<file path="src/rtl/markov_pkg.sv">
// ---------------------------------------------------------------------------
// markov_pkg
// Shared definitions for the Markov learners, the table merge engine and the
// generator.
//   - entry geometry: an entry is {key, count}, count in the LSBs, where the
//     key is ORDER context symbols followed by the next symbol
//   - merge_state_t : state encoding of the table merge engine
//   - extract_key / extract_count : field helpers working on a zero-extended
//     entry bus, so one helper serves every parameterisation (ENTRY_W must
//     not exceed MAX_ENTRY_W)
// ---------------------------------------------------------------------------
package markov_pkg;

   localparam int MAX_ENTRY_W = 256;

   typedef logic [MAX_ENTRY_W-1:0] entry_bus_t;

   typedef enum logic [2:0] {
      ST_IDLE    = 3'd0,
      ST_COPY    = 3'd1,
      ST_FETCH_B = 3'd2,
      ST_SCAN    = 3'd3,
      ST_UPDATE  = 3'd4,
      ST_APPEND  = 3'd5,
      ST_FINISH  = 3'd6
   } merge_state_t;

   function automatic int key_width(input int order, input int sym_w);
      return (order + 1) * sym_w;
   endfunction

   function automatic int entry_width(input int order, input int sym_w, input int cnt_w);
      return key_width(order, sym_w) + cnt_w;
   endfunction

   function automatic int count_lsb();
      return 0;
   endfunction

   function automatic int key_lsb(input int cnt_w);
      return cnt_w;
   endfunction

   // Count field, right-aligned, upper bits zero.
   function automatic entry_bus_t extract_count(input entry_bus_t e, input int cnt_w);
      entry_bus_t mask;
      mask = (entry_bus_t'(1) << cnt_w) - entry_bus_t'(1);
      return (e >> count_lsb()) & mask;
   endfunction

   // Key field (context + next symbol), right-aligned, upper bits zero.
   function automatic entry_bus_t extract_key(input entry_bus_t e, input int order,
                                              input int sym_w, input int cnt_w);
      entry_bus_t mask;
      mask = (entry_bus_t'(1) << key_width(order, sym_w)) - entry_bus_t'(1);
      return (e >> key_lsb(cnt_w)) & mask;
   endfunction

endpackage

</file>
<file path="src/rtl/markov_sat_add.sv">
// ---------------------------------------------------------------------------
// markov_sat_add
// Unsigned saturating adder for occurrence counts.
//   a_i, b_i : W-bit unsigned operands
//   sum_o    : a_i + b_i clipped to 2^W-1
//   ovf_o    : 1 when the true sum did not fit in W bits
// ---------------------------------------------------------------------------
module markov_sat_add #(
   parameter int W = 16
) (
   input  logic [W-1:0] a_i,
   input  logic [W-1:0] b_i,
   output logic [W-1:0] sum_o,
   output logic         ovf_o
);

   logic [W:0] sum_full;

   // One extra bit holds the carry so overflow is exact.
   assign sum_full = {1'b0, a_i} + {1'b0, b_i};
   assign ovf_o    = sum_full[W];
   assign sum_o    = sum_full[W] ? {W{1'b1}} : sum_full[W-1:0];

endmodule

</file>
<file path="src/rtl/markov_table_merge.sv">
// ---------------------------------------------------------------------------
// markov_table_merge
// Copies table A into the output table, then folds each entry of table B in:
// a matching key gets its count added with saturation, a new key is appended.
// Ports:
//   clk, reset (async, active-low)
//   start          : merge request, ignored while busy
//   a_len, b_len   : valid entries in A / B, clamped to DEPTH
//   a_addr/a_rdata, b_addr/b_rdata : source reads, data one cycle later
//   o_addr/o_rdata/o_wdata/o_we    : output table, shared read/write address
//   o_len          : valid output entries
//   busy, done     : engine active / one-cycle completion pulse
//   full_err, sat_err : sticky, cleared by the next accepted start
// DEPTH must be at least 2.
// ---------------------------------------------------------------------------
module markov_table_merge
   import markov_pkg::*;
#(
   parameter int ORDER   = 2,
   parameter int SYM_W   = 8,
   parameter int CNT_W   = 16,
   parameter int DEPTH   = 64,
   parameter int KEY_W   = key_width(ORDER, SYM_W),
   parameter int ENTRY_W = entry_width(ORDER, SYM_W, CNT_W),
   parameter int ADDR_W  = $clog2(DEPTH)
) (
   input  logic               clk,
   input  logic               reset,
   input  logic               start,
   input  logic [ADDR_W:0]    a_len,
   input  logic [ADDR_W:0]    b_len,
   output logic [ADDR_W-1:0]  a_addr,
   output logic [ADDR_W-1:0]  b_addr,
   input  logic [ENTRY_W-1:0] a_rdata,
   input  logic [ENTRY_W-1:0] b_rdata,
   output logic [ADDR_W-1:0]  o_addr,
   input  logic [ENTRY_W-1:0] o_rdata,
   output logic [ENTRY_W-1:0] o_wdata,
   output logic               o_we,
   output logic [ADDR_W:0]    o_len,
   output logic               busy,
   output logic               done,
   output logic               full_err,
   output logic               sat_err
);

   localparam logic [ADDR_W:0] ONE     = (ADDR_W+1)'(1);
   localparam logic [ADDR_W:0] DEPTH_L = (ADDR_W+1)'(DEPTH);

   function automatic logic [ADDR_W:0] clamp_len(input logic [ADDR_W:0] len);
      return (len > DEPTH_L) ? DEPTH_L : len;
   endfunction

   merge_state_t       state_q, state_d;
   logic [ADDR_W:0]    a_len_q, a_len_d;
   logic [ADDR_W:0]    b_len_q, b_len_d;
   logic [ADDR_W:0]    idx_q, idx_d;     // i in COPY, k in SCAN/UPDATE
   logic [ADDR_W:0]    j_q, j_d;
   logic [ADDR_W:0]    o_len_q, o_len_d;
   logic [ENTRY_W-1:0] b_entry_q, b_entry_d;
   logic               b_fresh_q, b_fresh_d;
   logic [CNT_W-1:0]   o_cnt_q, o_cnt_d;
   logic               full_err_q, full_err_d;
   logic               sat_err_q, sat_err_d;

   logic [ENTRY_W-1:0] b_cur;
   logic [KEY_W-1:0]   b_key, o_key;
   logic [CNT_W-1:0]   b_cnt, o_rd_cnt, sum_cnt;
   logic               sum_ovf;
   logic               key_hit;
   logic               table_full;

   // The B entry arrives the cycle after FETCH_B; afterwards the latched copy
   // is used so the B memory output need not stay stable.
   assign b_cur      = b_fresh_q ? b_rdata : b_entry_q;
   assign b_key      = KEY_W'(extract_key(entry_bus_t'(b_cur), ORDER, SYM_W, CNT_W));
   assign b_cnt      = CNT_W'(extract_count(entry_bus_t'(b_cur), CNT_W));
   assign o_key      = KEY_W'(extract_key(entry_bus_t'(o_rdata), ORDER, SYM_W, CNT_W));
   assign o_rd_cnt   = CNT_W'(extract_count(entry_bus_t'(o_rdata), CNT_W));
   assign key_hit    = (o_key == b_key);
   assign table_full = (o_len_q >= DEPTH_L);

   // Matched output count is latched in SCAN because o_rdata has already
   // moved on to index k+1 by the UPDATE cycle.
   markov_sat_add #(.W(CNT_W)) u_sat_add (
      .a_i   (o_cnt_q),
      .b_i   (b_cnt),
      .sum_o (sum_cnt),
      .ovf_o (sum_ovf)
   );

   // State register
   always_ff @(posedge clk or negedge reset) begin
      if (!reset) begin
         state_q    <= ST_IDLE;
         a_len_q    <= '0;
         b_len_q    <= '0;
         idx_q      <= '0;
         j_q        <= '0;
         o_len_q    <= '0;
         b_entry_q  <= '0;
         b_fresh_q  <= 1'b0;
         o_cnt_q    <= '0;
         full_err_q <= 1'b0;
         sat_err_q  <= 1'b0;
      end else begin
         state_q    <= state_d;
         a_len_q    <= a_len_d;
         b_len_q    <= b_len_d;
         idx_q      <= idx_d;
         j_q        <= j_d;
         o_len_q    <= o_len_d;
         b_entry_q  <= b_entry_d;
         b_fresh_q  <= b_fresh_d;
         o_cnt_q    <= o_cnt_d;
         full_err_q <= full_err_d;
         sat_err_q  <= sat_err_d;
      end
   end

   // Next-state logic
   always_comb begin
      state_d    = state_q;
      a_len_d    = a_len_q;
      b_len_d    = b_len_q;
      idx_d      = idx_q;
      j_d        = j_q;
      o_len_d    = o_len_q;
      b_entry_d  = b_cur;
      b_fresh_d  = 1'b0;
      o_cnt_d    = o_cnt_q;
      full_err_d = full_err_q;
      sat_err_d  = sat_err_q;

      unique case (state_q)
         ST_IDLE: begin
            if (start) begin
               a_len_d    = clamp_len(a_len);
               b_len_d    = clamp_len(b_len);
               o_len_d    = '0;
               full_err_d = 1'b0;
               sat_err_d  = 1'b0;
               idx_d      = '0;
               j_d        = '0;
               state_d    = ST_COPY;
            end
         end
         ST_COPY: begin
            // Cycle 0 only issues the first read; cycles 1..a_len write.
            if (idx_q != '0) begin
               o_len_d = o_len_q + ONE;
            end
            if (idx_q == a_len_q) begin
               j_d     = '0;
               state_d = (b_len_q == '0) ? ST_FINISH : ST_FETCH_B;
            end else begin
               idx_d = idx_q + ONE;
            end
         end
         ST_FETCH_B: begin
            b_fresh_d = 1'b1;
            idx_d     = '0;
            state_d   = (o_len_q == '0) ? ST_APPEND : ST_SCAN;
         end
         ST_SCAN: begin
            o_cnt_d = o_rd_cnt;
            if (key_hit) begin
               state_d = ST_UPDATE;
            end else if ((idx_q + ONE) == o_len_q) begin
               state_d = ST_APPEND;
            end else begin
               idx_d = idx_q + ONE;
            end
         end
         ST_UPDATE, ST_APPEND: begin
            if (state_q == ST_UPDATE) begin
               sat_err_d = sat_err_q | sum_ovf;
            end else if (table_full) begin
               full_err_d = 1'b1;
            end else begin
               o_len_d = o_len_q + ONE;
            end
            j_d     = j_q + ONE;
            state_d = ((j_q + ONE) < b_len_q) ? ST_FETCH_B : ST_FINISH;
         end
         ST_FINISH: begin
            state_d = ST_IDLE;
         end
         default: begin
            state_d = ST_IDLE;
         end
      endcase
   end

   // Outputs
   always_comb begin
      a_addr   = '0;
      b_addr   = '0;
      o_addr   = '0;
      o_wdata  = '0;
      o_we     = 1'b0;
      busy     = 1'b0;
      done     = 1'b0;
      o_len    = o_len_q;
      full_err = full_err_q;
      sat_err  = sat_err_q;

      unique case (state_q)
         ST_IDLE: begin
         end
         ST_COPY: begin
            busy   = 1'b1;
            a_addr = ADDR_W'(idx_q);
            if (idx_q != '0) begin
               o_we    = 1'b1;
               o_addr  = ADDR_W'(idx_q - ONE);
               o_wdata = a_rdata;
            end
         end
         ST_FETCH_B: begin
            busy   = 1'b1;
            b_addr = ADDR_W'(j_q);
         end
         ST_SCAN: begin
            busy   = 1'b1;
            b_addr = ADDR_W'(j_q);
            // Look-ahead read; wraps harmlessly past the last entry.
            o_addr = ADDR_W'(idx_q + ONE);
         end
         ST_UPDATE: begin
            busy    = 1'b1;
            b_addr  = ADDR_W'(j_q);
            o_we    = 1'b1;
            o_addr  = ADDR_W'(idx_q);
            o_wdata = {b_key, sum_cnt};
         end
         ST_APPEND: begin
            busy   = 1'b1;
            b_addr = ADDR_W'(j_q);
            if (!table_full) begin
               o_we    = 1'b1;
               o_addr  = ADDR_W'(o_len_q);
               o_wdata = b_cur;
            end
         end
         ST_FINISH: begin
            done = 1'b1;
         end
         default: begin
         end
      endcase
   end

endmodule

</file>
<file path="config.mk">
export PLATFORM = sky130hd
export DESIGN_NAME = markov_table_merge
export DESIGN_NICKNAME = d
export VERILOG_FILES = /design/src/rtl/markov_pkg.sv /design/src/rtl/markov_sat_add.sv /design/src/rtl/markov_table_merge.sv
export SDC_FILE = /design/constraint.sdc
export NUM_CORES = 1
export LEC_CHECK = 0
export CORE_UTILIZATION = 33
export DETAILED_ROUTE_END_ITERATION = 7
export GPL_ROUTABILITY_DRIVEN = 1
export SLEW_MARGIN = 20
export SYNTH_ARGS = -nofsm -noshare
export SYNTH_HDL_FRONTEND = slang
export SYNTH_HIERARCHICAL = 1
export SYNTH_SLANG_ARGS = --single-unit
</file>
<file path="constraint.sdc">
create_clock -name clk -period 4 [get_ports clk]
set_clock_uncertainty 0.05 [all_clocks]
set_input_delay 0.8 -clock clk [delete_from_list [all_inputs] [get_ports clk]]
set_output_delay 0.8 -clock clk [all_outputs]
set_load 0.005 [all_outputs]
</file>
After elaboration in Yosys (flattened, before gate mapping):

Index checks and enable logic that the tools add are counted.

* register bits after elaboration: 97
* input bits: 137
* output and inout port bits: 70
* word-level logic and storage cells: 101

* $add $sub $neg: 5
* magnitude comparators: 4
* eq/ne operators: 20
* multiplexer cells: 43
* bitwise gates (word level): 1
* reduce and logical (&&, ||, !) cells: 17

Operators by type and width (number)
* 40-bit 2-to-1 mux: 3
* 40-bit case mux with 3 select lines: 1
* 7-bit 2-to-1 mux: 10
* 7-bit case mux with 3 select lines: 2
* 7-bit case mux with 4 select lines: 1
* 24-bit equality test: 1
* 6-bit 2-to-1 mux: 4
* 6-bit case mux with 4 select lines: 1
* 7-bit by 1-bit adder with 7-bit output (second input constant): 3
* 3-bit 2-to-1 mux: 7
* 2-bit inequality test (second input constant): 10
* 16-bit by 16-bit adder with 17-bit output: 1
* 16-bit 2-to-1 mux: 1
* 3-bit case mux with 5 select lines: 1
* 7-bit equality test: 2
* 7-bit greater-than comparator (second input constant): 2
* 7-bit zero test: 2
* 5-bit AND reduction: 2
* 3-bit equality test (second input constant): 3
* 1-bit 2-to-1 mux: 9
* 3-bit AND reduction: 3
* 7-bit >= comparator (second input constant): 1
* 7-bit < comparator: 1
* 7-bit nonzero test: 1
* other kinds (16): 18

Longest topological paths before layout:

Gate-level depths: netlist of the first run.

* depth after elaboration: 5
* gate-level depth with buffers: 14
* mapped depth without buffers: 10

By module:

Netlist of the first run, hierarchy kept.

By module, submodules not included
* markov_table_merge: times used 1, cells each 634, area an instance 5672.9 sq um, seq. area each 2427.3 sq um
* markov_sat_add: times used 1, cells each 113, area an instance 862.1 sq um, seq. area each 0.0 sq um

Worst setup path before layout of the first run:

OpenSTA, ideal clock, no wires.

* kind: register to output
* start point: register b_fresh_q
* end point: output o_wdata[12]
* arrival: 3284 ps
* data required time: 3150 ps
* slack: -134 ps
* cell stages (with the launch flop): 13
* buffers on the path: 3
* cells stage by stage: dfrtp_1 buf_6 buf_2 buf_1 mux2_2 ha_1 a21o_2 a31o_2 a221o_1 a21oi_1 mux2_2 a22oi_1 nand2_1

* word-level cells in the longest chain between the ends: 4
* elaborated cells on any way between the ends: 5
* classes of those cells: add/sub (1); mux (4)

Ends and longest elaborated chain
* start: declaration: RTL line markov_table_merge.sv:61 `logic b_fresh_q, b_fresh_d;`
* start signal: assignment: RTL line markov_table_merge.sv:114 `b_fresh_q <= b_fresh_d;`
* 40-bit 2-to-1 mux: RTL line markov_table_merge.sv:75 `assign b_cur = b_fresh_q ? b_rdata : b_entry_q;`
* net b_cur[6]: RTL line markov_table_merge.sv:66 `logic [ENTRY_W-1:0] b_cur;`
* 16-bit by 16-bit adder with 17-bit output: RTL line markov_sat_add.sv:20 `assign sum_full = {1'b0, a_i} + {1'b0, b_i};`
* 16-bit 2-to-1 mux: RTL line markov_sat_add.sv:22 `assign sum_o = sum_full[W] ? {W{1'b1}} : sum_full[W-1:0];`
* net sum_cnt[12]: RTL line markov_table_merge.sv:68 `logic [CNT_W-1:0] b_cnt, o_rd_cnt, sum_cnt;`
* 40-bit case mux with 3 select lines: RTL line markov_table_merge.sv:208 `unique case (state_q)`
* end: declaration: RTL line markov_table_merge.sv:38 `output logic [ENTRY_W-1:0] o_wdata,`

The timed path passes the listed nets, and every way through them passes these cells.

Worst setup path in the final report of the first run:

* start point: input b_rdata[0]
* end point: output o_wdata[8]

* word-level cells in the longest chain between the ends: 4

Ends and longest elaborated chain
* start: declaration: RTL line markov_table_merge.sv:35 `input logic [ENTRY_W-1:0] b_rdata,`
* 40-bit 2-to-1 mux: RTL line markov_table_merge.sv:75
* net b_cur[0]: RTL line markov_table_merge.sv:66
* 16-bit by 16-bit adder with 17-bit output: RTL line markov_sat_add.sv:20
* 16-bit 2-to-1 mux: RTL line markov_sat_add.sv:22
* net sum_cnt[8]: RTL line markov_table_merge.sv:68
* 40-bit case mux with 3 select lines: RTL line markov_table_merge.sv:208

The timed path passes the listed nets, and every way through them passes these cells.

==> metrics.md, run 1 <==
| Metric | Value |
|---|---|
| Asr flop ratio synth | `1.000` |
| Synth area leaders | `dfrtp_1 37%, nand2_1 8.4%, xnor2_1 6.0%` |
| Sink Count | `97` |
| M3 GR Usage | `0.02616` |
| Max frequency | `235.7 MHz` |
| Family with the most delay on the worst path | `compound AO/OA/AOI/OAI gates` |
| Final RePlAce weighted congestion | `0.8392` |
| Register bit total from synthesis | `97` |
| Most used cell, CP | `buf_6` |
| Count of max-cap constraint violations | `0` |
| CP endpoint kind | `output pin` |
| Top-level port count | `207` |
| DRC Markers | `0` |
| Failing checks | `negative setup slack` |
| Die H | `142.7 microns` |
| Worst-path maximum fanout | `4` |
| Worst Path Required | `3.15 ns` |
| Detailed-route vias per instance | `4.948` |
| Port buffer count | `206` |
| Pre-CTS setup slack | `-0.9919 ns` |
| Worst-path cell chain | `buf_6 -> mux2_4 -> ha_4 -> fa_2 -> a21o_1 -> a31o_4 -> buf_6 -> a22oi_2 -> a21bo_2 -> buf_6 -> buf_6 -> nand3b_1 -> a22oi_2 -> nand2_1 -> buf_2` |
| Initial Util | `0.3358` |
| Clock root cell | `clkbuf_16` |
| Largest net degree at the start of global routing | `59` |
| Detail Placement HPWL | `15,200 microns` |
| Pleak | `4.576 nW` |
| Yosys warns | `6` |
| Final Max Tran Viols | `0` |
| RSZ-0062 raised after global routing | `true` |
| Vias in the first global route | `6,269` |
| Final worst slack | `-0.2431 ns` |
| Fin crit share | `1.061` |
| Worst Path Arrival | `3.39 ns` |
| H-tree depth | `3` |
| Worst path bufs/invs | `5` |
| Pre-antenna DRT Iters | `5` |
| Met1 Track Usage GR | `0.2830` |
| CP max-delay cell | `fa_2` |
| Core Region | `19,460 sq um` |
| Main flop type after synthesis | `dfrtp_1` |
| First-pass GRT wire length | `32,940 microns` |
| Relative slew slack | `0.3845` |
| CTS clk-pin slew, worst paths | `0.07 ns` |
| Layout cell share with drive strength beyond 1 | `0.2297` |
| Post-synth net total | `913` |
| Clk Latency, worst-skew pair | `0.35 ns` |
| Maximum VDD drop | `0.0003801 V` |
| Synth Instances | `747` |
| Final wirelength | `21,020 microns` |
| Area delta synth->final | `57.71%` |
| Grt met2 use | `0.3465` |
| Worst slew pin tran | `0.9155 ns` |
| Power per cell area | `906.1 nW/um^2` |
| Crit Path Class | `primary input to output pin` |
| Fin crit period | `4.243 ns` |
| Cts bufs inserted | `9` |
| Setup TNS | `-2.651 ns` |
| Synthesized area per cell | `8.748 sq um` |
| Status | `finished with violations` |
| Post-synth design cell area | `6535 sq um` |
| Num rows | `51` |
| DR WL/cell | `16.20 microns` |
| Crit start category | `primary input` |
| Iter 0 DRT Violations | `293` |
| Deepest clock path buffer count | `2` |
| Hold WC Path Type | `register to register` |
| Fin nets | `1,193` |
| Initial antenna violation count | `0` |
| CP peak stage delay | `0.34 ns` |
| Final setup fails | `16` |
| Vias | `6,417` |
| EDFF count, synth | `0` |
| Biggest area consumer among synthesized cells | `dfrtp_1` |
| Distinct cell type count after synthesis | `65` |
| DIE AREA | `20,370 sq um` |
| Total gr overflow | `0` |
| Most Used Layer, Global Route | `met2` |
| Total GRT Usage | `0.2082` |
| Die Width | `142.7 microns` |
| Post-synth top area share | `0.3714` |
| Final hold vios | `0` |
| Antenna Nets Post-Route | `0` |
| Ant. Diodes | `0` |
| TritonCTS clock tree | `built` |
| # hold bufs at CTS | `0` |
| Seq/Total Area, Yosys | `0.3714` |
## cell usage after synthesis (4+ instances only)
library cell / n
o21ai_0: 56
mux2i_1: 17
dfrtp_1: 97
a31oi_1: 7
and3_1: 5
clkbuf_1: 28
nor3_1: 12
nor2_1: 35
and2_1: 9
o21a_1: 4
nand3_1: 16
a22oi_1: 19
mux2i_2: 7
inv_1: 39
nand2_1: 147
nand4_1: 5
nand3b_1: 7
nor4_1: 10
nand2b_1: 12
a21o_1: 7
xor2_1: 12
ha_1: 28
buf_2: 4
a22o_1: 8
xnor2_1: 45
a221o_1: 9
a211oi_1: 8
mux2_2: 19
or3_1: 5
a21oi_1: 17
## cell usage in the layout (no fill, tap or decap), types with 17 or more instances in the layout
cell type,n
mux2i_1,17
nand2_1,141
inv_1,39
buf_4,84
xnor2_1,45
buf_6,18
dfrtp_1,96
o21ai_0,54
nor2_1,33
clkdlybuf4s50_1,182
## cells by family after synthesis
group | after synthesis | share of synthesized area
AO/OA/AOI/OAI | 165 | 0.1748
XOR/XNOR | 57 | 0.07639
adder cells (fa/ha/maj) | 29 | 0.05667
buffers and inverters | 77 | 0.04978
flip-flops | 97 | 0.3714
multiplexers | 43 | 0.07352
AND/OR/NAND/NOR | 279 | 0.1974
## layout make-up
class | instances | area [sq um]
Sequential cell | 97 | 2429
Timing Repair Buffer | 307 | 2813
Inverter | 39 | 146.4
Clock buffer | 9 | 225.2
Clock inverter | 7 | 70.07
Fill cell | 1817 | 9156
Tap cell | 265 | 331.6
Multi-Input combinational cell | 573 | 4292
## stage by stage
stage	instance area, sq um	hold WS [ns]	cells	total power, mW	utilization
after floorplan	6536	0.4023	747	4.717	-
after global placement	9291	0.4205	1249	6.929	0.4774
after detailed placement	9291	0.4250	1249	6.972	0.4774
after CTS	10090	0.4527	1289	8.836	0.5184
after global routing	10310	0.4627	1297	10.07	0.5295
final	10310	0.4514	1297	9.339	0.5295
## report_power, final
| part | leakage (nW) | internal, mW | switching (mW) |
|---|---|---|---|
| Sequential | 1.22 | 1.41 | 0.322 |
| Clock | 0.151 | 0.487 | 0.406 |
| Combinational | 3.21 | 3.54 | 3.18 |
| Total | 4.58 | 5.43 | 3.91 |
## metal layers
layer  up-vias  share of wire
met5         -              0
met4         0          0.014
met3        20          0.037
met2       162           0.48
met1      3067           0.47
li1       3168              -
## tightest hold or removal path, stage by stage (launching register included)
cell     delay, ns
dfrtp_1       0.36
nand2_1       0.05
nand2_1       0.05
## flip-flops by register name, indices dropped and copies added (netlist names)
register	flops
b_entry_q	40
o_cnt_q	16
a_len_q	7
b_len_q	7
idx_q	7
j_q	7
o_len	7
state_q	3
b_fresh_q	1
full_err	1
sat_err	1
## what timing repair did
item                                    4_1_cts  5_1_grt
setup buffers                                23        8
pin swaps                                    59       54
gates resized for setup                     136       35
cloned                                        1        0
endpoints found under the setup margin       16       16
## final timing paths
check / startpoint / endpoint / slack [ns] / cells after the start
worst max-delay path: b_rdata[0] / o_wdata[8] / -0.24 / 15
worst min-delay path: a_len_q[6]$_DFFE_PN0P_ / a_len_q[6]$_DFFE_PN0P_ / 0.45 / 2
worst max register to register: b_fresh_q$_DFF_PN0_ / idx_q[4]$_DFFE_PN0P_ / 0.55 / 9
worst min register to register: a_len_q[6]$_DFFE_PN0P_ / a_len_q[6]$_DFFE_PN0P_ / 0.45 / 2
max in group asynchronous: reset / o_cnt_q[2]$_DFFE_PN0P_ / 2.63 / 2
min in group asynchronous: reset / a_len_q[0]$_DFFE_PN0P_ / 0.48 / 1
Note: power is estimated with default switching activity, not from simulation.
==> run 2, diff against run 1 <==
--- a/config.mk
+++ b/config.mk
@@ -10,3 +10,2 @@
 export GPL_ROUTABILITY_DRIVEN = 1
-export SLEW_MARGIN = 20
 export SYNTH_ARGS = -nofsm -noshare
==> constraint.sdc (replaced) <==
create_clock -name clk -period 3.96 [get_ports clk]
set_clock_uncertainty 0.05 [all_clocks]
set_input_delay 0.792 -clock clk [delete_from_list [all_inputs] [get_ports clk]]
set_output_delay 0.792 -clock clk [all_outputs]
set_load 0.05 [all_outputs]
==> metrics.md, run 2 (synthesized netlist as in run 1, its figures left out) <==
| Metric | Value |
|---|---|
| Max frequency | `236.7 MHz` |
| Hold WC Path Type | `primary input to asynchronous set/reset pin` |
| R2R Path Start | `b_fresh_q$_DFF_PN0_` |
| Die H | `142.7 microns (unchanged)` |
| Worst Path Arrival | `3.38 ns (about the same)` |
| DR WL/cell | `16.17 microns (-0.22%)` |
| Vias | `6,409 (-0.12%)` |
| Instance count on the critical path | `11 (-4)` |
| Detailed-route vias per instance | `4.999 (+1.0%)` |
| Fin crit period | `4.225 ns` |
| Final wirelength | `20,730 microns (-1.4%)` |
| Detail Placement HPWL | `14,900 microns (-2.0%)` |
| Most common cell after layout, fill and taps aside | `clkdlybuf4s50_1` |
| FF-to-FF End | `idx_q[4]$_DFFE_PN0P_` |
| Area delta synth->final | `56.54%` |
| Most used cell, CP | `mux2_4` |
| Count of max-cap constraint violations | `0 (unchanged)` |
| Core Region | `19,460 sq um (unchanged)` |
| Worst setup path endpoint | `o_wdata[12]` |
| Failing checks | `negative setup slack` |
| Final hold vios | `0 (unchanged)` |
| CTS clk-pin slew, worst paths | `0.07 ns (about the same)` |
| Crit Path Class | `primary input to output pin` |
| Worst path bufs/invs | `2 (-3)` |
| Biggest regs | `b_entry_q x40, o_cnt_q x16` |
| Num rows | `51 (unchanged)` |
| Die Width | `142.7 microns (unchanged)` |
| Met1 Track Usage GR | `0.2765 (-0.006515)` |
| Fillers | `1,822 (+0.28%)` |
| RSZ-0062 raised after global routing | `true` |
| Setup TNS | `-2.418 ns (+0.2337 ns)` |
| Family with the most delay on the worst path | `compound AO/OA/AOI/OAI gates` |
| R2r worst-path depth | `9 (unchanged)` |
| Deepest clock path buffer count | `2 (unchanged)` |
| Worst-path maximum fanout | `3 (-1)` |
| CP endpoint kind | `output pin` |
| Layout cell share with drive strength beyond 1 | `0.2439 (+0.01420)` |
| Vias in the first global route | `6,055 (-3.4%)` |
| Antenna Nets Post-Route | `0 (unchanged)` |
| Pre-antenna DRT Iters | `5 (unchanged)` |
| Ant. Diodes | `0 (unchanged)` |
| CP peak stage delay | `0.41 ns (+0.07 ns)` |
| Iter 0 DRT Violations | `294 (+0.34%)` |
| Relative slew slack | `0.3320 (-0.05242)` |
| Final RePlAce weighted congestion | `0.8920 (+6.3%)` |
| Top-level port count | `207 (unchanged)` |
| Status | `finished with violations` |
| Placed cell count | `1,239 (-0.80%)` |
| CP Launch Point | `b_rdata[7]` |
| Maximum VDD drop | `0.0005128 V (+35%)` |
| First-pass GRT wire length | `31,540 microns (-4.3%)` |
| Setup slack, reg-to-reg | `0.68 ns (+0.13 ns)` |
| Worst Path Required | `3.12 ns (-0.03 ns)` |
| Power per cell area | `1020 nW/um^2 (+13%)` |
| Final setup fails | `16 (unchanged)` |
| Worst slew pin tran | `0.9934 ns (+0.07797 ns)` |
| Max reg flops | `40 (unchanged)` |
| Initial Util | `0.3358 (unchanged)` |
| DRC Markers | `0 (unchanged)` |
| Final Max Tran Viols | `0 (unchanged)` |
| Fin crit share | `1.067` |
| Cts bufs inserted | `9 (unchanged)` |
| Total gr overflow | `0 (unchanged)` |
| CP max-delay cell | `clkdlybuf4s50_1` |
| Grt met2 use | `0.3253 (-0.02116)` |
| Final non-filler cell total | `1,282 (-1.2%)` |
| Largest net degree at the start of global routing | `58 (-1.7%)` |
| Clock root cell | `clkbuf_16` |
| Final worst slack | `-0.2651 ns (-0.02193 ns)` |
| M3 GR Usage | `0.02482 (-0.001341)` |
| Most Used Layer, Global Route | `met2` |
| Worst-path cell chain | `clkdlybuf4s50_1 -> mux2_4 -> ha_4 -> and4_1 -> and2_4 -> a221o_1 -> a21oi_2 -> mux2_4 -> a22oi_2 -> nand2_4 -> buf_8` |
| H-tree depth | `3 (unchanged)` |
| Port buffer count | `206 (unchanged)` |
| Total GRT Usage | `0.2003 (-0.007898)` |
| Layout Utilization | `0.5256 (-0.003921)` |
| Pleak | `4.583 nW (+0.15%)` |
| TritonCTS clock tree | `built` |
| Clk Latency, worst-skew pair | `0.35 ns (about the same)` |
| DIE AREA | `20,370 sq um (unchanged)` |
| Fin nets | `1,178 (-1.3%)` |
| Largest reg by FF count | `b_entry_q` |
| Initial antenna violation count | `0 (unchanged)` |
| Crit start category | `primary input` |
| Sink Count | `97 (unchanged)` |
| Most frequent cells in the layout | `151 x clkdlybuf4s50_1, 139 x nand2_1, 105 x buf_4` |
## run 2: worst min path at each step
stage	startpoint	end	slack [ns]	depth (start not counted)
after floorplan	o_cnt_q[10]$_DFFE_PN0P_	o_cnt_q[10]$_DFFE_PN0P_	0.40	2
after global placement	o_cnt_q[5]$_DFFE_PN0P_	o_cnt_q[5]$_DFFE_PN0P_	0.42	2
after detailed placement	o_cnt_q[2]$_DFFE_PN0P_	o_cnt_q[2]$_DFFE_PN0P_	0.42	2
after CTS	a_len_q[6]$_DFFE_PN0P_	a_len_q[6]$_DFFE_PN0P_	0.46	2
after global routing	sat_err$_DFFE_PN0P_	sat_err$_DFFE_PN0P_	0.47	1
final	reset	a_len_q[4]$_DFFE_PN0P_	0.45	1
## run 2: worst reg2reg max path: cells and delay by family, from the launching register on
| kind | cells | cell delay [ns] |
|---|---|---|
| AOI/OAI and AO/OA | 3 | 0.87 |
| xor gates and xnor gates | 1 | 0.10 |
| buffers and inverters | 2 | 0.56 |
| DFF | 1 | 0.46 |
| muxes | 1 | 0.40 |
| and+or+nand+nor | 2 | 0.73 |
## run 2: report_power, final
group          internal (mW)  switching [mW]  total [mW]
clock network          0.500           0.421       0.921
logic                   3.44            4.31        7.75
registers               1.42           0.346        1.77
total                   5.36            5.08        10.4
## run 2: through the flow
stage / power (mW) / area (sq um) / worst slack, ns / hold WS (ns)
after CTS: 9.920 / 9971 / -0.3116 / 0.4615
after floorplan: 6.010 / 6579 / 0.0008089 / 0.4023
after detailed placement: 8.189 / 9185 / -0.6271 / 0.4239
after global placement: 8.136 / 9185 / -0.6286 / 0.4186
final: 10.44 / 10230 / -0.2651 / 0.4501
after global routing: 11.11 / 10230 / -0.3150 / 0.4746
## run 2: final cells by class
class / instances / area, sq um / area share
Multi-Input combinational cell: 573 / 4268 / 0.4172
Tap cell: 265 / 331.6 / 0.03241
Clock buffer: 10 / 229.0 / 0.02238
Sequential cell: 97 / 2429 / 0.2374
Timing Repair Buffer: 292 / 2753 / 0.2691
Inverter: 39 / 146.4 / 0.01431
Clock inverter: 6 / 73.82 / 0.007216
## run 2: routing by layer
| layer | share of wire | vias to the layer above |
|---|---|---|
| li1 | - | 3139 |
| met1 | 0.47 | 3067 |
| met2 | 0.47 | 178 |
| met3 | 0.043 | 25 |
| met4 | 0.017 | 0 |
| met5 | 0 | - |
## run 2: timing repair
action	CTS	global route
pin swaps	41	41
hold buffers	0	0
buffers inserted	16	13
gates cloned	1	0
endpoints found under the setup margin	16	16
resized for setup	78	37
